--- src/rtl/unidade_controle_multiciclo_pkg.sv ---
// Shared types for the multicycle control unit: FSM states, instruction classes,
// field constants and the per-class datapath select table.
package uc_pkg;

    typedef enum logic [2:0] {
        S_IDLE   = 3'd0,
        S_FETCH  = 3'd1,
        S_DECODE = 3'd2,
        S_EXEC   = 3'd3,
        S_MEM    = 3'd4,
        S_WB     = 3'd5,
        S_HALT   = 3'd6,
        S_TRAP   = 3'd7
    } state_e;

    typedef enum logic [3:0] {
        CLS_HALT, CLS_LW, CLS_SW, CLS_JR, CLS_RST, CLS_INV, CLS_BEQZ,
        CLS_ADD, CLS_ADDI, CLS_J, CLS_BEQR, CLS_SLT
    } cls_e;

    localparam int OPC_SYS     = 0;
    localparam int OPC_ADD     = 1;
    localparam int OPC_IMM     = 2;
    localparam int OPC_BR      = 3;
    localparam int FN_SYS_LAST = 6;

    localparam logic [1:0] ALU_ADD = 2'b00;
    localparam logic [1:0] ALU_INV = 2'b01;
    localparam logic [1:0] ALU_SUB = 2'b10;
    localparam logic [1:0] ALU_SLT = 2'b11;

    localparam logic [1:0] SRC2_REG  = 2'b00;
    localparam logic [1:0] SRC2_IMM  = 2'b01;
    localparam logic [1:0] SRC2_ZERO = 2'b10;

    localparam logic [1:0] JV_IMM    = 2'b00;
    localparam logic [1:0] JV_REG    = 2'b01;
    localparam logic [1:0] JV_BRANCH = 2'b10;

    localparam logic [1:0] RO2_A     = 2'b00;
    localparam logic [1:0] RO2_B     = 2'b01;
    localparam logic [1:0] RO2_STORE = 2'b10;

    typedef struct packed {
        logic       ir_write;
        logic       pc_write;
        logic       reg_write;
        logic       men_read;
        logic       men_write;
        logic       men_to_reg;
        logic       reg_dst;
        logic       reg_org1;
        logic       alu_src1;
        logic       cond;
        logic       jump;
        logic [1:0] reg_org2;
        logic [1:0] alu_src2;
        logic [1:0] alu_op;
        logic [1:0] jump_value;
        logic       halted;
    } ctrl_t;

    function automatic logic is_branch(cls_e cls);
        return cls inside {CLS_J, CLS_JR, CLS_BEQZ, CLS_BEQR};
    endfunction

    // Selects held through EXEC/MEM/WB; enables are layered on by the FSM.
    function automatic ctrl_t class_selects(cls_e cls);
        ctrl_t s;
        s = '0;
        case (cls)
            CLS_ADD:  s.alu_src1 = 1'b1;
            CLS_ADDI: begin
                s.reg_org1 = 1'b1;
                s.reg_dst  = 1'b1;
                s.alu_src1 = 1'b1;
                s.alu_src2 = SRC2_IMM;
                s.alu_op   = ALU_ADD;
            end
            CLS_RST:  s.alu_src2 = SRC2_ZERO;
            CLS_INV:  begin
                s.alu_src1 = 1'b1;
                s.alu_op   = ALU_INV;
            end
            CLS_SLT:  begin
                s.reg_org2 = RO2_B;
                s.reg_dst  = 1'b1;
                s.alu_src1 = 1'b1;
                s.alu_src2 = SRC2_REG;
                s.alu_op   = ALU_SLT;
            end
            CLS_BEQZ: begin
                s.alu_src1   = 1'b1;
                s.alu_src2   = SRC2_ZERO;
                s.alu_op     = ALU_SUB;
                s.jump_value = JV_BRANCH;
                s.cond       = 1'b1;
            end
            CLS_BEQR: begin
                s.reg_org2   = RO2_B;
                s.alu_src1   = 1'b1;
                s.alu_op     = ALU_SUB;
                s.jump_value = JV_BRANCH;
                s.cond       = 1'b1;
            end
            CLS_JR:   s.jump_value = JV_REG;
            CLS_J:    s.jump_value = JV_IMM;
            CLS_LW:   begin
                s.reg_org2   = RO2_A;
                s.reg_dst    = 1'b1;
                s.men_to_reg = 1'b1;
            end
            CLS_SW:   s.reg_org2 = RO2_STORE;
            default:  ;
        endcase
        return s;
    endfunction

endpackage

--- src/rtl/unidade_controle_multiciclo_if.sv ---
// IR fields, memory handshake and datapath controls between the control unit
// (master) and the IR/datapath side (slave).
interface unidade_controle_multiciclo_if #(
    parameter int OPCODE_W = 2,
    parameter int FUNCT_W  = 3
);
    logic [OPCODE_W-1:0] Opcode;
    logic [FUNCT_W-1:0]  Funct;
    logic                MenReady;
    logic                Continue;

    logic IRWrite, PCWrite, RegWrite, MenRead, MenWrite, MenToReg;
    logic RegDst, RegOrg1, ALUSrc1, Cond, Jump;
    logic [1:0] RegOrg2, ALUSrc2, ALUOp, JumpValue;
    logic Halted, Illegal, BusErr;
    logic [2:0] State;

    modport master (
        input  Opcode, Funct, MenReady, Continue,
        output IRWrite, PCWrite, RegWrite, MenRead, MenWrite, MenToReg,
               RegDst, RegOrg1, ALUSrc1, Cond, Jump,
               RegOrg2, ALUSrc2, ALUOp, JumpValue,
               Halted, Illegal, BusErr, State
    );

    modport slave (
        output Opcode, Funct, MenReady, Continue,
        input  IRWrite, PCWrite, RegWrite, MenRead, MenWrite, MenToReg,
               RegDst, RegOrg1, ALUSrc1, Cond, Jump,
               RegOrg2, ALUSrc2, ALUOp, JumpValue,
               Halted, Illegal, BusErr, State
    );
endinterface

--- src/rtl/unidade_controle_multiciclo_decoder.sv ---
// Combinational Opcode/Funct to instruction-class decoder with illegal detect;
// the FSM registers its result in DECODE.
module uc_decoder
    import uc_pkg::*;
#(
    parameter int OPCODE_W = 2,
    parameter int FUNCT_W  = 3
) (
    input  logic [OPCODE_W-1:0] opcode_i,
    input  logic [FUNCT_W-1:0]  funct_i,
    output cls_e                cls_o,
    output logic                illegal_o
);

    always_comb begin
        // NOTE: every output gets a default before any branch, so no path leaves a latch.
        cls_o     = CLS_HALT;
        illegal_o = 1'b0;
        if (opcode_i == OPCODE_W'(OPC_SYS)) begin
            if (funct_i > FUNCT_W'(FN_SYS_LAST)) begin
                illegal_o = 1'b1;
            end else begin
                case (funct_i[2:0])
                    3'd0:    cls_o = CLS_HALT;
                    3'd1:    cls_o = CLS_LW;
                    3'd2:    cls_o = CLS_SW;
                    3'd3:    cls_o = CLS_JR;
                    3'd4:    cls_o = CLS_RST;
                    3'd5:    cls_o = CLS_INV;
                    3'd6:    cls_o = CLS_BEQZ;
                    default: illegal_o = 1'b1;
                endcase
            end
        end else if (opcode_i == OPCODE_W'(OPC_ADD)) begin
            cls_o = CLS_ADD;
        end else if (opcode_i == OPCODE_W'(OPC_IMM)) begin
            cls_o = funct_i[0] ? CLS_J : CLS_ADDI;
        end else if (opcode_i == OPCODE_W'(OPC_BR)) begin
            cls_o = funct_i[0] ? CLS_SLT : CLS_BEQR;
        end else begin
            illegal_o = 1'b1;
        end
    end

endmodule

--- src/rtl/unidade_controle_multiciclo.sv ---
// Multicycle control FSM: FETCH/DECODE/EXEC/MEM/WB with HALT and TRAP.
// Define UC_MEM_TIMEOUT_EN to build the MEM wait counter and the BusErr trap.
module unidade_controle_multiciclo
    import uc_pkg::*;
#(
    parameter int OPCODE_W = 2,
    parameter int FUNCT_W  = 3,
    parameter int TIMEOUT  = 15
) (
    input logic Clock,
    input logic Resetn,
    unidade_controle_multiciclo_if.master bus
);

    state_e state_q, state_d;
    cls_e   cls_q, cls_d;
    logic   illegal_q, illegal_d;
    cls_e   dec_cls;
    logic   dec_illegal;
    ctrl_t  ctrl, sel;
    logic   buserr_flag;

    uc_decoder #(.OPCODE_W(OPCODE_W), .FUNCT_W(FUNCT_W)) u_decoder (
        .opcode_i (bus.Opcode),
        .funct_i  (bus.Funct),
        .cls_o    (dec_cls),
        .illegal_o(dec_illegal)
    );

`ifdef UC_MEM_TIMEOUT_EN
    localparam int CNT_W = $clog2(TIMEOUT + 1);
    logic [CNT_W-1:0] wait_q, wait_d;
    logic             buserr_q, buserr_d;
    logic             timeout_hit;

    // The last permitted wait cycle is the one that sees TIMEOUT-1 already counted.
    assign timeout_hit = (wait_q == CNT_W'(TIMEOUT - 1));
    assign buserr_flag = buserr_q;

    always_ff @(posedge Clock or negedge Resetn) begin
        if (!Resetn) begin
            wait_q   <= '0;
            buserr_q <= 1'b0;
        end else begin
            wait_q   <= wait_d;
            buserr_q <= buserr_d;
        end
    end
`else
    logic unused_timeout;
    assign unused_timeout = (TIMEOUT > 0);
    assign buserr_flag    = 1'b0;
`endif

    always_ff @(posedge Clock or negedge Resetn) begin
        // NOTE: sequential state uses non-blocking assignments so all registers update together.
        if (!Resetn) begin
            state_q   <= S_IDLE;
            cls_q     <= CLS_HALT;
            illegal_q <= 1'b0;
        end else begin
            state_q   <= state_d;
            cls_q     <= cls_d;
            illegal_q <= illegal_d;
        end
    end

    always_comb begin
        state_d   = state_q;
        cls_d     = cls_q;
        illegal_d = illegal_q;
`ifdef UC_MEM_TIMEOUT_EN
        wait_d    = wait_q;
        buserr_d  = buserr_q;
`endif
        case (state_q)
            S_IDLE:   state_d = S_FETCH;
            S_FETCH:  state_d = S_DECODE;
            S_DECODE: begin
                cls_d = dec_cls;
                if (dec_illegal) begin
                    state_d   = S_TRAP;
                    illegal_d = 1'b1;
                end else if (dec_cls == CLS_HALT) begin
                    state_d = S_HALT;
                end else begin
                    state_d = S_EXEC;
                end
            end
            S_EXEC: begin
                if (is_branch(cls_q)) begin
                    state_d = S_FETCH;
                end else if (cls_q == CLS_LW || cls_q == CLS_SW) begin
                    state_d = S_MEM;
`ifdef UC_MEM_TIMEOUT_EN
                    wait_d  = '0;
`endif
                end else begin
                    state_d = S_WB;
                end
            end
            S_MEM: begin
                // A ready in the final wait cycle still completes the access.
                if (bus.MenReady) begin
                    state_d = (cls_q == CLS_LW) ? S_WB : S_FETCH;
                end
`ifdef UC_MEM_TIMEOUT_EN
                else if (timeout_hit) begin
                    state_d  = S_TRAP;
                    buserr_d = 1'b1;
                end else begin
                    wait_d = wait_q + CNT_W'(1);
                end
`endif
            end
            S_WB:     state_d = S_FETCH;
            S_HALT:   if (bus.Continue) state_d = S_FETCH;
            S_TRAP:   state_d = S_TRAP;
            default:  state_d = S_IDLE;
        endcase
    end

    always_comb begin
        ctrl = '0;
        sel  = class_selects(cls_q);
        case (state_q)
            S_FETCH: ctrl.ir_write = 1'b1;
            S_EXEC: begin
                ctrl = sel;
                if (is_branch(cls_q)) begin
                    ctrl.pc_write = 1'b1;
                    ctrl.jump     = 1'b1;
                end
            end
            S_MEM: begin
                ctrl           = sel;
                ctrl.men_read  = (cls_q == CLS_LW);
                ctrl.men_write = (cls_q == CLS_SW);
                // A store retires in its completing MEM cycle, so PC advances there.
                ctrl.pc_write  = (cls_q == CLS_SW) && bus.MenReady;
            end
            S_WB: begin
                ctrl           = sel;
                ctrl.reg_write = 1'b1;
                ctrl.pc_write  = 1'b1;
            end
            S_HALT:  ctrl.halted = 1'b1;
            default: ;
        endcase
    end

    assign bus.IRWrite   = ctrl.ir_write;
    assign bus.PCWrite   = ctrl.pc_write;
    assign bus.RegWrite  = ctrl.reg_write;
    assign bus.MenRead   = ctrl.men_read;
    assign bus.MenWrite  = ctrl.men_write;
    assign bus.MenToReg  = ctrl.men_to_reg;
    assign bus.RegDst    = ctrl.reg_dst;
    assign bus.RegOrg1   = ctrl.reg_org1;
    assign bus.ALUSrc1   = ctrl.alu_src1;
    assign bus.Cond      = ctrl.cond;
    assign bus.Jump      = ctrl.jump;
    assign bus.RegOrg2   = ctrl.reg_org2;
    assign bus.ALUSrc2   = ctrl.alu_src2;
    assign bus.ALUOp     = ctrl.alu_op;
    assign bus.JumpValue = ctrl.jump_value;
    assign bus.Halted    = ctrl.halted;
    assign bus.Illegal   = illegal_q;
    assign bus.BusErr    = buserr_flag;
    assign bus.State     = state_q;

endmodule

--- src/flat_wrapper.sv ---
// flat-port wrapper written by rule: the top's interface ports become plain ports
module unidade_controle_multiciclo_flat import uc_pkg::*;
#(
    parameter int OPCODE_W = 2,
    parameter int FUNCT_W  = 3,
    parameter int TIMEOUT  = 15
)
  (Clock, Resetn, bus_Opcode, bus_Funct, bus_MenReady, bus_Continue, bus_IRWrite, bus_PCWrite, bus_RegWrite, bus_MenRead, bus_MenWrite, bus_MenToReg, bus_RegDst, bus_RegOrg1, bus_ALUSrc1, bus_Cond, bus_Jump, bus_RegOrg2, bus_ALUSrc2, bus_ALUOp, bus_JumpValue, bus_Halted, bus_Illegal, bus_BusErr, bus_State);
  unidade_controle_multiciclo_if #(.OPCODE_W(OPCODE_W), .FUNCT_W(FUNCT_W)) bus_i ();
  input logic Clock;
  input logic Resetn;
  input wire logic [$bits(bus_i.Opcode)-1:0] bus_Opcode;
  input wire logic [$bits(bus_i.Funct)-1:0] bus_Funct;
  input wire logic [$bits(bus_i.MenReady)-1:0] bus_MenReady;
  input wire logic [$bits(bus_i.Continue)-1:0] bus_Continue;
  output wire logic [$bits(bus_i.IRWrite)-1:0] bus_IRWrite;
  output wire logic [$bits(bus_i.PCWrite)-1:0] bus_PCWrite;
  output wire logic [$bits(bus_i.RegWrite)-1:0] bus_RegWrite;
  output wire logic [$bits(bus_i.MenRead)-1:0] bus_MenRead;
  output wire logic [$bits(bus_i.MenWrite)-1:0] bus_MenWrite;
  output wire logic [$bits(bus_i.MenToReg)-1:0] bus_MenToReg;
  output wire logic [$bits(bus_i.RegDst)-1:0] bus_RegDst;
  output wire logic [$bits(bus_i.RegOrg1)-1:0] bus_RegOrg1;
  output wire logic [$bits(bus_i.ALUSrc1)-1:0] bus_ALUSrc1;
  output wire logic [$bits(bus_i.Cond)-1:0] bus_Cond;
  output wire logic [$bits(bus_i.Jump)-1:0] bus_Jump;
  output wire logic [$bits(bus_i.RegOrg2)-1:0] bus_RegOrg2;
  output wire logic [$bits(bus_i.ALUSrc2)-1:0] bus_ALUSrc2;
  output wire logic [$bits(bus_i.ALUOp)-1:0] bus_ALUOp;
  output wire logic [$bits(bus_i.JumpValue)-1:0] bus_JumpValue;
  output wire logic [$bits(bus_i.Halted)-1:0] bus_Halted;
  output wire logic [$bits(bus_i.Illegal)-1:0] bus_Illegal;
  output wire logic [$bits(bus_i.BusErr)-1:0] bus_BusErr;
  output wire logic [$bits(bus_i.State)-1:0] bus_State;
  assign bus_i.Opcode = bus_Opcode;
  assign bus_i.Funct = bus_Funct;
  assign bus_i.MenReady = bus_MenReady;
  assign bus_i.Continue = bus_Continue;
  assign bus_IRWrite = bus_i.IRWrite;
  assign bus_PCWrite = bus_i.PCWrite;
  assign bus_RegWrite = bus_i.RegWrite;
  assign bus_MenRead = bus_i.MenRead;
  assign bus_MenWrite = bus_i.MenWrite;
  assign bus_MenToReg = bus_i.MenToReg;
  assign bus_RegDst = bus_i.RegDst;
  assign bus_RegOrg1 = bus_i.RegOrg1;
  assign bus_ALUSrc1 = bus_i.ALUSrc1;
  assign bus_Cond = bus_i.Cond;
  assign bus_Jump = bus_i.Jump;
  assign bus_RegOrg2 = bus_i.RegOrg2;
  assign bus_ALUSrc2 = bus_i.ALUSrc2;
  assign bus_ALUOp = bus_i.ALUOp;
  assign bus_JumpValue = bus_i.JumpValue;
  assign bus_Halted = bus_i.Halted;
  assign bus_Illegal = bus_i.Illegal;
  assign bus_BusErr = bus_i.BusErr;
  assign bus_State = bus_i.State;
  unidade_controle_multiciclo #(.OPCODE_W(OPCODE_W), .FUNCT_W(FUNCT_W), .TIMEOUT(TIMEOUT)) u_core (.Clock(Clock), .Resetn(Resetn), .bus(bus_i));
endmodule
--- config.mk ---
export PLATFORM = sky130hd
export DESIGN_NAME = unidade_controle_multiciclo_flat
export DESIGN_NICKNAME = d
export VERILOG_FILES = /design/src/rtl/unidade_controle_multiciclo_pkg.sv /design/src/rtl/unidade_controle_multiciclo_if.sv /design/src/rtl/unidade_controle_multiciclo_decoder.sv /design/src/rtl/unidade_controle_multiciclo.sv /design/src/flat_wrapper.sv
export SDC_FILE = /design/constraint.sdc
export NUM_CORES = 1
export LEC_CHECK = 0
export ABC_CLOCK_PERIOD_IN_PS = 1900
export BUFFER_PORTS_ARGS = -buffer_cell sky130_fd_sc_hd__buf_4
export CAP_MARGIN = 10
export CORE_UTILIZATION = 46
export CTS_CLUSTER_DIAMETER = 150
export DETAILED_ROUTE_END_ITERATION = 8
export GPL_TIMING_DRIVEN = 0
export HOLD_SLACK_MARGIN = 0.03
export MAX_ROUTING_LAYER = met4
export PLACE_DENSITY = 0.83
export SYNTH_ARGS = -nofsm -noshare
export SYNTH_HDL_FRONTEND = slang
export SYNTH_SLANG_ARGS = --single-unit
export TNS_END_PERCENT = 10
--- constraint.sdc ---
create_clock -name Clock -period 1.9 [get_ports Clock]
set_clock_uncertainty 0.15 [all_clocks]
set_input_delay 0.285 -clock Clock [delete_from_list [all_inputs] [get_ports Clock]]
set_output_delay 0.285 -clock Clock [all_outputs]
set_load 0.005 [all_outputs]
; Yosys cells after proc, flatten, opt, wreduce, memory -nomap -nowiden
; Cells that the tools add are included.
[totals]
in_bits = 9
wordCells = 84
ff_bits = 8
output_inout_bits = 25
[op_classes]
reduce_logical = 16
order_cmp = 1
n_eq_ne = 29
n_mux = 35
[op_table]
columns = op, count
row1 = $pmux 18 s3, 1
row2 = $eq 3x3->1 const B, 7
row3 = $mux 3, 7
row4 = $pmux 3 s7, 1
row5 = $pmux 3 s6, 1
row6 = $mux 1, 17
row7 = $eq 4x3->1 const B, 4
row8 = $eq 4x4->1 const B, 4
row9 = $mux 4, 4
row10 = $eq 3x2->1 const B, 4
row11 = $pmux 2 s2, 3
row12 = $eq 4x2->1 const B, 2
row13 = $reduce_or 2->1, 4
row14 = $reduce_or 7->1, 1
row15 = $eq 3x1->1 const B, 2
row16 = $logic_not 3->1, 2
row17 = $pmux 2 s3, 1
row18 = $reduce_or 6->1, 1
row19 = $eq 2x2->1 const B, 2
row20 = $eq 4x1->1 const B, 1
row21 = $logic_not 4->1, 1
row22 = $ne 2x2->1 const B, 2
row23 = $reduce_and 2->1, 2
row24 = $reduce_bool 4->1, 1
row25 = other kinds (6), 6

; Logic depth before layout (Yosys ltp)
; Gate-level depths: netlist (run 1).
[logic_depth]
word_depth = 9
depth_mapped = 6
mapped_depth_nobuf = 4

; By module
; Synthesis (run 1) repeated with hierarchy kept, for this count alone.
[unflattened]
cells_unflattened = 98
hier_area_um2 = 800.8
[modules_own_cells]
columns = module, cells_per_inst, area_per_inst_um2, n_inst
row1 = unidade_controle_multiciclo, 89, 734.5, 1
row2 = uc_decoder, 9, 66.3, 1

; Worst setup path after synthesis (run 1)
; OpenSTA, ideal clock, no wires.
[synth_timing]
path_kind = reg-to-output
start = register u_core.state_q[1] (netlist: u_core.bus.State[1])
end = output bus_JumpValue[1]
required_ns = 1.465
setup_slack_ns = 0.145
stages_incl_launch_ff = 7
t_arrival_ns = 1.320
path_cell_list = dfrtp_1 buf_6 nand2_1 nor2_1 a21oi_1 a211oi_1 buf_4
[synth_between]
elab_chain_len = 2
[synth_rtl]
columns = element, line_no
row1 = "start, declared", unidade_controle_multiciclo.sv:15  ; state_e state_q, state_d;
row2 = "start signal, assigned", unidade_controle_multiciclo.sv:62  ; state_q <= state_d;
row3 = $eq 3x3->1 or $eq 3x2->1 (tied branches), unidade_controle_multiciclo.sv:126  ; case (state_q)
row4 = $pmux 18 s3 (*), unidade_controle_multiciclo.sv:126
row5 = "end, declared", flat_wrapper.sv:30  ; output wire logic [$bits(bus_i.JumpValue)-1:0] bus_JumpValue;
; Every way passes the cells marked *; elsewhere a longest branch is shown, timed or not.

; Final worst setup path (run 1)
[layout_timing]
start = register u_core.state_q[2] (netlist: u_core.bus.State[2])
end = output bus_ALUSrc2[0]
[layout_between]
elab_chain_len = 2
[layout_rtl]
columns = element, line_no
row1 = $eq 3x3->1 or $eq 3x2->1 (tied branches), unidade_controle_multiciclo.sv:126
row2 = $pmux 18 s3 (*), unidade_controle_multiciclo.sv:126
row3 = "end, declared", flat_wrapper.sv:28  ; output wire logic [$bits(bus_i.ALUSrc2)-1:0] bus_ALUSrc2;
; Marked as above.

==> flow_summary.yaml, run 1 <==
power_and_ir_drop:
  pwr-share-comb_pct: 74.3
  intPower_mw: 1.06
  peakVddDrop_mv: 1.12
  seq_power_share_pct: 19.2
  power_per_cell_area_nw_per_um2: 1650
  p_sw_share_pct: 46.1
  p_leak_nw: 0.575
  p_switching_mw: 0.908
  power_mw: 1.97
  power_frac_clock_pct: 6.5
place:
  port_buffers: 32
  dpl_worst_slack_ns: -0.152
  routabilityCongestion: 0.809
  dpl.hpwl_um: 1420
  place_area_um2: 1020
global_routing:
  grt_start_max_net_pins: 11
  grt_usage_pct: 26.7
  grt_pass1_wl_um: 3610
  antenna_found_initial: 0
  grt_overflow: 0
  grt_pass1_vias: 797
clocking:
  cts-root-buf: "clkbuf_4"
  tritoncts: "yes"
  clk_latency_ns: 0.25
  cts_inserted_buffers: 3
  clk_pin_slew_ns: 0.06
  h-tree-depth: 1
  cts.path.max_buffers: 2
  cts.sink_count: 8
worst_setup_path:
  reg2reg_from: "u_core.bus.State[2]"
  worst-setup-path-type: "reg -> out"
  crit_fanout: 10
  r2r_slack_ns: 0.16
  startpoint_type: "register"
  cp_data_arrival_time_ns: 1.58
  cp-end-kind: "output pin"
  r2r_cells: 6
  r2r-end: "u_core.bus.State[0]"
  cp.required_ns: 1.46
floorplanning:
  num_rows: 14
  die_h_um: 42.5
  fp.dieW_um: 42.5
  dieArea_um2: 1810
  initial_utilization_pct: 49.6
  num_io_pins: 34
  core_region_area_um2: 1520
drt:
  remaining_drc_errors: 0
  wl_um: 2240
  post_drt_wl_per_cell_um: 14.3
  final_antenna_net_count: 0
  dr.pass1.iters: 4
  drt_iter0_drc: 26
  vias: 900
  via_per_inst: 5.77
synthesis:
  ys_async_sr_fraction_pct: 100
  synth_edf_count: 0
  synth_cell_types: 34
  syn_inst: 101
  syn_nets: 110
  ys_seq_area_share_pct: 26.5
  ys.flop_type: "dfrtp_1"
  syn_area_per_cell_um2: 7.48
  ys_seq_elements: 8
  synth_area_um2: 756
  yosysWarnings: 0
hold_path:
  hold_class: "in -> reg"
  min_delay_path_depth: 2
  hp-start: "bus_Opcode[1]"
  whs_endpoint: "u_core.cls_q[2]"
sta:
  fin_crit_ns: 2.01
  grt_setup_unrepaired: "true"
  worst_slack_ns: -0.111
  min_period_over_period_pct: 106
  setup_viol: 8
  hold_viol_final: 0
  report.final.slew_viol_count: 0
  whs_ns: 0.125
  fmax_ghz: 0.497
cells_and_area:
  antennaDiodeCount: 0
  areaGrowthSynthToFinish_pct: 58.3
  fillers: 100
  final_util_pct: 78.5
  multi_input_area_um2: 584
  drive_gt1_share_pct: 50.7
  regArea_um2: 204
  layout.nets: 151
  design_area_um2: 1200
flow_run:
  max-cap-violations: 0
run_status:
  violations: "setup timing"
  status: "finished with violations"
## routing by layer
metal  global-route usage, %  part of all wire, %  up-vias
met2                    46.5                   51       37
met3                    2.59                  4.5        2
met5                       -                    0        -
li1                        -                    -      441
met4                    9.38                 0.36        0
met1                    32.1                   44      420
## cell type report
type / instances / share of cell area (%)
repair buffers: 37 / 23.4
clock buffers: 3 / 1.88
multi-input cells: 79 / 48.8
flip-flops and latches: 8 / 17.1
inverters: 4 / 1.26
plain buffers: 9 / 5.86
well taps: 16 / 1.67
## logic make-up after synthesis
group | count (synthesis) | synth area share, %
simple gates | 49 | 37.3
compound gates | 25 | 20.2
mux | 2 | 2.65
buf+inv | 14 | 10.6
xor+xnor | 2 | 2.32
flops | 8 | 26.5
other cells | 1 | 0.496
## synthesized netlist by cell type, types with 3 or more instances
master / instances / area [µm²]
a211oi_1: 3 / 22.5
a21oi_1: 6 / 30.0
and3_1: 5 / 31.3
buf_2: 4 / 20.0
dfrtp_1: 8 / 200
inv_1: 4 / 15.0
nand2_1: 10 / 37.5
nand2b_1: 4 / 25.0
nor2_1: 8 / 30.0
nor3_1: 7 / 35.0
nor3b_1: 3 / 22.5
o21ai_0: 7 / 35.0
## worst max-delay path: stages, from the launching register on
cell	delay [ns]
dfrtp_1	0.40
buf_4	0.19
nor2_4	0.17
a21oi_4	0.08
nor4_2	0.29
buf_4	0.18
## placed cells by master (no fill, tap or decap), types with 2 or more instances in the layout
| cell type | Yosys | final |
|---|---|---|
| nor3_2 | 0 | 2 |
| mux2i_1 | 2 | 2 |
| nor3b_1 | 3 | 2 |
| buf_6 | 2 | 2 |
| o21ai_0 | 7 | 7 |
| o31ai_1 | 2 | 2 |
| nor3_1 | 7 | 5 |
| and3_1 | 5 | 5 |
| a211oi_2 | 0 | 2 |
| dfrtp_2 | 0 | 3 |
| nand2_1 | 10 | 9 |
| dfrtp_1 | 8 | 5 |
| clkbuf_4 | 0 | 3 |
| nand2b_4 | 0 | 3 |
| inv_1 | 4 | 4 |
| buf_4 | 2 | 41 |
| a21o_1 | 2 | 2 |
| a21oi_1 | 6 | 4 |
| nand3b_1 | 2 | 2 |
| nor2_1 | 8 | 7 |
## through the flow
| step | setup TNS (ns) | instances |
|---|---|---|
| 3_5_place_dp | -0.212 | 149 |
| 5_1_grt | -1.23 | 156 |
| 2_1_floorplan | 0 | 101 |
| 6_report | -0.484 | 156 |
| 3_3_place_gp | -0.0942 | 149 |
| 4_1_cts | -0.203 | 156 |
## flip-flops by register name (all words and copies together) (netlist names)
register,count
u_core.cls_q,4
u_core.bus.State,3
u_core.bus.Illegal,1
## timing repair
action / 4_1_cts / 5_1_grt
pin swaps: 1 / 1
resized for setup: 21 / 12
hold buffers: 1 / 0
endpoints found under the setup margin: 15 / 17
hold endpoints to repair: 8 / 0
buffers inserted: 4 / 0
## power groups by stage
stage,clock [mW],combinational [mW],sequential [mW]
after floorplan,0,0.751,0.317
after global placement,0,1.12,0.320
after detailed placement,0,1.14,0.325
after CTS,0.134,1.36,0.359
after global routing,0.143,1.59,0.390
final,0.129,1.46,0.379
## worst max path at each step
stage / start / end / slack, ns / depth (start not counted)
floorplan: u_core.bus.State[1] / bus_JumpValue[1] / 0.14 / 6
global placement: u_core.bus.State[1] / bus_JumpValue[1] / -0.09 / 7
detailed placement: u_core.bus.State[1] / bus_JumpValue[1] / -0.15 / 7
CTS: u_core.bus.State[1] / bus_JumpValue[0] / -0.05 / 6
global route: u_core.bus.State[2] / bus_ALUSrc2[0] / -0.16 / 5
finish: u_core.bus.State[2] / bus_ALUSrc2[0] / -0.11 / 5
No activity file was read; power rests on OpenSTA's default activity.
==> run 2, diff against run 1 <==
--- a/config.mk
+++ b/config.mk
@@ -18,4 +18,3 @@
 export SYNTH_ARGS = -nofsm -noshare
 export SYNTH_HDL_FRONTEND = slang
 export SYNTH_SLANG_ARGS = --single-unit
-export TNS_END_PERCENT = 10
==> flow_summary.yaml, run 2 (synthesis results as in run 1) <==
hold_path:
  hold_class: "in -> reg"
  whs_endpoint: "u_core.cls_q[2]"
  hp-start: "bus_Opcode[1]"
  min_delay_path_depth: 2
drt:
  vias: 1024
  drt_iter0_drc: 28
  wl_um: 3110
  remaining_drc_errors: 0
  dr.pass1.iters: 4
  post_drt_wl_per_cell_um: 18.6
  via_per_inst: 6.13
  final_antenna_net_count: 0
sta:
  whs_ns: 0.122
  fmax_ghz: 0.489
  min_period_over_period_pct: 108
  setup_viol: 11
  worst_slack_ns: -0.145
  fin_crit_ns: 2.04
  grt_setup_unrepaired: "true"
  hold_viol_final: 0
  report.final.slew_viol_count: 0
floorplanning:
  num_rows: 14
  dieArea_um2: 1810
  die_h_um: 42.5
  fp.dieW_um: 42.5
  initial_utilization_pct: 49.6
  num_io_pins: 34
  core_region_area_um2: 1520
worst_setup_path:
  cp_data_arrival_time_ns: 1.61
  cp.required_ns: 1.46
  reg2reg_from: "u_core.bus.State[1]"
  worst-setup-path-type: "reg -> out"
  startpoint_type: "register"
  path_cells: "buf_6 > nand2_8 > nor2_4 > a21oi_4 > nor4_1 > buf_4"
  r2r-end: "u_core.bus.State[0]"
  cp-end-kind: "output pin"
  critPathSlowestCell: "dfrtp_1"
  r2r_cells: 6
  crit_fanout: 8
  critical_path.max_stage_delay_ns: 0.38
  r2r_slack_ns: 0.10
global_routing:
  grt_start_max_net_pins: 11
  use_met1_pct: 36.1
  use_met3_pct: 3.02
  grt_pass1_wl_um: 3970
  grt_pass1_vias: 845
  antenna_found_initial: 0
  busiest_layer: "met2"
  grt_use_met2_pct: 50.5
  grt_usage_pct: 29.9
  grt_overflow: 0
power_and_ir_drop:
  power_per_cell_area_nw_per_um2: 1820
  p_leak_nw: 0.632
  peakVddDrop_mv: 1.07
cells_and_area:
  mostFrequentLayoutCell: "buf_4"
  design_area_um2: 1320
  drive_gt1_share_pct: 58.3
  regMostFlops: "u_core.cls_q"
  layout.nets: 162
  fillers: 71
  fin_cells: 167
  largest_register_ffs: 4
  antennaDiodeCount: 0
  final_cell_mix: "buf_4, nand2_1, nor2_1, o21ai_0"
  areaGrowthSynthToFinish_pct: 74.7
place:
  dp.cells: 149
  port_buffers: 32
  dpl.hpwl_um: 1420
  place_area_um2: 1020
  routabilityCongestion: 0.809
flow_run:
  max-cap-violations: 0
clocking:
  h-tree-depth: 1
  clk_latency_ns: 0.26
  tritoncts: "yes"
  cts.path.max_buffers: 2
  cts.sink_count: 8
  cts-root-buf: "clkbuf_4"
  cts_inserted_buffers: 3
  clk_pin_slew_ns: 0.06
run_status:
  violations: "setup timing"
  status: "finished with violations"
run 2: cell types whose count changed in the layout (fill, tap and decap cells not counted), sizes merged:
cell / previous run / this run
buf: 44 / 55
run 2: layout make-up:
type                    count  area, µm²  share of cell area [%]
multi-input cells          79        613                    46.4
repair buffers             49        378                    28.6
flip-flops and latches      8        205                    15.5
plain buffers               8       66.3                    5.02
clock buffers               3       22.5                    1.71
well taps                  16       20.0                    1.52
inverters                   4       15.0                    1.14
run 2: power breakdown:
group,internal [mW],total (mW),switching (mW)
Combinational,0.944,1.87,0.928
Clock,0.0726,0.135,0.0625
Sequential,0.262,0.392,0.129
Total,1.28,2.40,1.12
run 2: worst max-delay path by stage:
stage	end	startpoint	depth (start not counted)	slack (ns)
finish	bus_RegOrg1	u_core.bus.State[1]	6	-0.14
global route	bus_RegOrg1	u_core.bus.State[1]	6	-0.23
CTS	bus_PCWrite	u_core.cls_q[2]	5	-0.05
detailed placement	bus_JumpValue[1]	u_core.bus.State[1]	7	-0.15
global placement	bus_JumpValue[1]	u_core.bus.State[1]	7	-0.09
floorplan	bus_JumpValue[1]	u_core.bus.State[1]	6	0.14
run 2: critical path: cells and delay by family (launching register included):
family / cells / cell delay [ns]
and+or+nand+nor: 3 / 0.56
DFF: 1 / 0.38
buffers and inverters: 2 / 0.34
AOI/OAI and AO/OA: 1 / 0.09
run 2: what timing repair did:
item	4_1_cts	5_1_grt
endpoints found under the setup margin	15	19
hold buffers	1	0
pin swaps	2	6
buffers inserted	7	9
endpoints found under the hold margin	8	0
gates resized for setup	25	21
run 2: metal layers:
layer | part of all wire [%] | vias up
met5 | 0 | -
met3 | 5.3 | 12
met1 | 40 | 492
met4 | 3.1 | 0
met2 | 51 | 62
li1 | - | 458
run 2: stage by stage:
step | setup WS, ns | setup TNS (ns) | power, mW | utilization [%]
6_report | -0.145 | -0.887 | 2.40 | 86.6
3_5_place_dp | -0.152 | -0.212 | 1.47 | 66.7
5_1_grt | -0.230 | -1.52 | 2.52 | 86.6
2_1_floorplan | 0.145 | 0 | 1.07 | -
3_3_place_gp | -0.0942 | -0.0942 | 1.44 | 66.7
4_1_cts | -0.0456 | -0.136 | 1.94 | 78.8
==> run 3, diff against run 2 <==
--- a/config.mk
+++ b/config.mk
@@ -5,7 +5,7 @@
 export SDC_FILE = /design/constraint.sdc
 export NUM_CORES = 1
 export LEC_CHECK = 0
-export ABC_CLOCK_PERIOD_IN_PS = 1900
+export ABC_CLOCK_PERIOD_IN_PS = 2100
 export BUFFER_PORTS_ARGS = -buffer_cell sky130_fd_sc_hd__buf_4
 export CAP_MARGIN = 10
 export CORE_UTILIZATION = 46
@@ -14,7 +14,8 @@
 export GPL_TIMING_DRIVEN = 0
 export HOLD_SLACK_MARGIN = 0.03
 export MAX_ROUTING_LAYER = met4
-export PLACE_DENSITY = 0.83
+export PLACE_DENSITY = 0.82
 export SYNTH_ARGS = -nofsm -noshare
 export SYNTH_HDL_FRONTEND = slang
+export SYNTH_HIERARCHICAL = 1
 export SYNTH_SLANG_ARGS = --single-unit
==> constraint.sdc (replaced) <==
create_clock -name Clock -period 2.1 [get_ports Clock]
set_clock_uncertainty 0.15 [all_clocks]
set_input_delay 0.315 -clock Clock [delete_from_list [all_inputs] [get_ports Clock]]
set_output_delay 0.315 -clock Clock [all_outputs]
set_load 0.005 [all_outputs]
==> flow_summary.yaml, run 3 <==
power_and_ir_drop:
  power_per_cell_area_nw_per_um2: 252
  peakVddDrop_mv: 0.419
  p_leak_nw: 0.545
worst_setup_path:
  critical_path.max_stage_delay_ns: 0.39
  cp_data_arrival_time_ns: 1.61
  r2r-end: "u_core/bus.State[2]"
  critPathBufInv: 3
  cp-end-kind: "output pin"
  critPathSlowestCell: "dfrtp_1"
  r2r_cells: 5
  cp.required_ns: 1.63
  crit_top_cell: "buf_6"
  worst-setup-path-type: "reg -> out"
  r2r_slack_ns: 0.43
  cpLargestDelayFamily: "simple AND/OR/NAND/NOR gates"
  path_cells: "buf_6 > nand2b_4 > o21a_4 > nor4_4 > buf_4 > buf_6"
  reg2reg_from: "u_core/cls_q[2]"
  crit_fanout: 6
  startpoint_type: "register"
cells_and_area:
  final_util_pct: 77.9
  fin_cells: 154
  layout.nets: 149
  design_area_um2: 1210
  final_cell_mix: "buf_4, nor2_1, dfrtp_1"
  areaGrowthSynthToFinish_pct: 51.7
  largest_register_ffs: 4
  drive_gt1_share_pct: 50.7
  mostFrequentLayoutCell: "buf_4"
  antennaDiodeCount: 0
  regMostFlops: "u_core/cls_q"
place:
  place_area_um2: 1060
  dp.cells: 146
  routabilityCongestion: 0.830
  port_buffers: 32
  dpl.hpwl_um: 1610
flow_run:
  max-cap-violations: 0
synthesis:
  synth_edf_count: 0
  synth_area_um2: 801
  ys_async_sr_fraction_pct: 100
  syn_inst: 98
  syn_nets: 107
  synth_cell_types: 45
  syn_area_per_cell_um2: 8.17
  synth_top_area_cell: "dfrtp_1"
  synthTopCellsByCount: "nor2_1, dfrtp_1, buf_4"
  netlist_top_cells_area: "dfrtp_1, nor2_1, buf_4"
  ys_seq_area_share_pct: 25.0
  synth.most_common_cell: "nor2_1"
  yosysTopAreaCellShare_pct: 25.0
  ys_seq_elements: 8
  yosysWarnings: 6
  ys.flop_type: "dfrtp_1"
drt:
  vias: 884
  drt_iter0_drc: 31
  final_antenna_net_count: 0
  post_drt_wl_per_cell_um: 14.0
  via_per_inst: 5.74
  remaining_drc_errors: 4
  wl_um: 2150
  dr.pass1.iters: 7
global_routing:
  grt_overflow: 0
  grt_usage_pct: 24.2
  antenna_found_initial: 0
  grt_pass1_wl_um: 3350
  grt_pass1_vias: 778
  grt_start_max_net_pins: 11
clocking:
  cts-root-buf: "clkbuf_4"
  clk_pin_slew_ns: 0.06
  cts.path.max_buffers: 2
  clk_latency_ns: 0.25
  tritoncts: "yes"
  cts_inserted_buffers: 3
  cts.sink_count: 8
  h-tree-depth: 1
run_status:
  status: "finished with violations"
  violations: "DRC"
sta:
  hold_viol_final: 0
  whs_ns: 0.266
  grt_setup_unrepaired: "true"
  fmax_ghz: 0.482
  setup_viol: 0
  fin_tns_setup_ns: 0
  min_period_over_period_pct: 98.8
  report.final.slew_viol_count: 0
  fin_crit_ns: 2.08
floorplanning:
  num_rows: 14
  num_io_pins: 34
  dieArea_um2: 1910
  fp.dieW_um: 43.7
  die_h_um: 43.7
  core_region_area_um2: 1560
  initial_utilization_pct: 51.4
hold_path:
  hold_class: "in -> async"
run 3: worst max-delay path by stage:
stage          cells past startpoint              to           startpoint  slack, ns
2_1_floorplan                      5  bus_ALUSrc2[0]  u_core/bus.State[1]       0.26
3_3_place_gp                       6  bus_ALUSrc2[0]  u_core/bus.State[1]       0.20
3_5_place_dp                       6  bus_ALUSrc2[0]  u_core/bus.State[1]       0.15
4_1_cts                            6  bus_ALUSrc2[0]  u_core/bus.State[1]       0.02
5_1_grt                            6  bus_ALUSrc2[0]  u_core/bus.State[1]      -0.05
6_report                           6  bus_ALUSrc2[0]  u_core/bus.State[1]       0.02
run 3: final cells by class:
class	instances	area, µm²
Sequential cell	8	201
Multi-Input combinational cell	75	576
Buffer	11	91.3
Fill cell	117	344
Clock buffer	3	22.5
Timing Repair Buffer	37	289
Inverter	4	15.0
Tap cell	16	20.0
run 3: kinds of logic after synthesis:
kind of cell / share of synthesized area [%]
other cells: 0.468
xor+xnor: 4.22
simple gates: 28.1
mux: 6.87
buf+inv: 11.2
compound gates: 24.1
flops: 25.0
run 3: repair_timing:
action,in CTS,in global routing
pin swaps,0,2
setup endpoints to repair,3,5
resized for setup,4,13
hold buffers,1,0
hold endpoints to repair,8,0
gates cloned,0,0
buffers inserted,0,4
run 3: metrics by stage:
step                power [mW]  setup slack, ns
floorplan                0.170            0.262
global placement         0.188            0.198
detailed placement       0.190            0.149
CTS                      0.309           0.0238
global route             0.316          -0.0507
finish                   0.306           0.0243
run 3: metal layers:
metal / track usage [%] / wire length [µm] / vias up
met2: 42.1 / 1070 / 55
met4: 7.50 / 38 / 0
met1: 28.9 / 878 / 399
met3: 2.92 / 169 / 8
li1: - / - / 422
met5: - / 0 / -
run 3: power by group:
part,switching [mW],internal (mW)
Clock,0.0515,0.0654
Combinational,0.0159,0.0188
Sequential,0,0.154
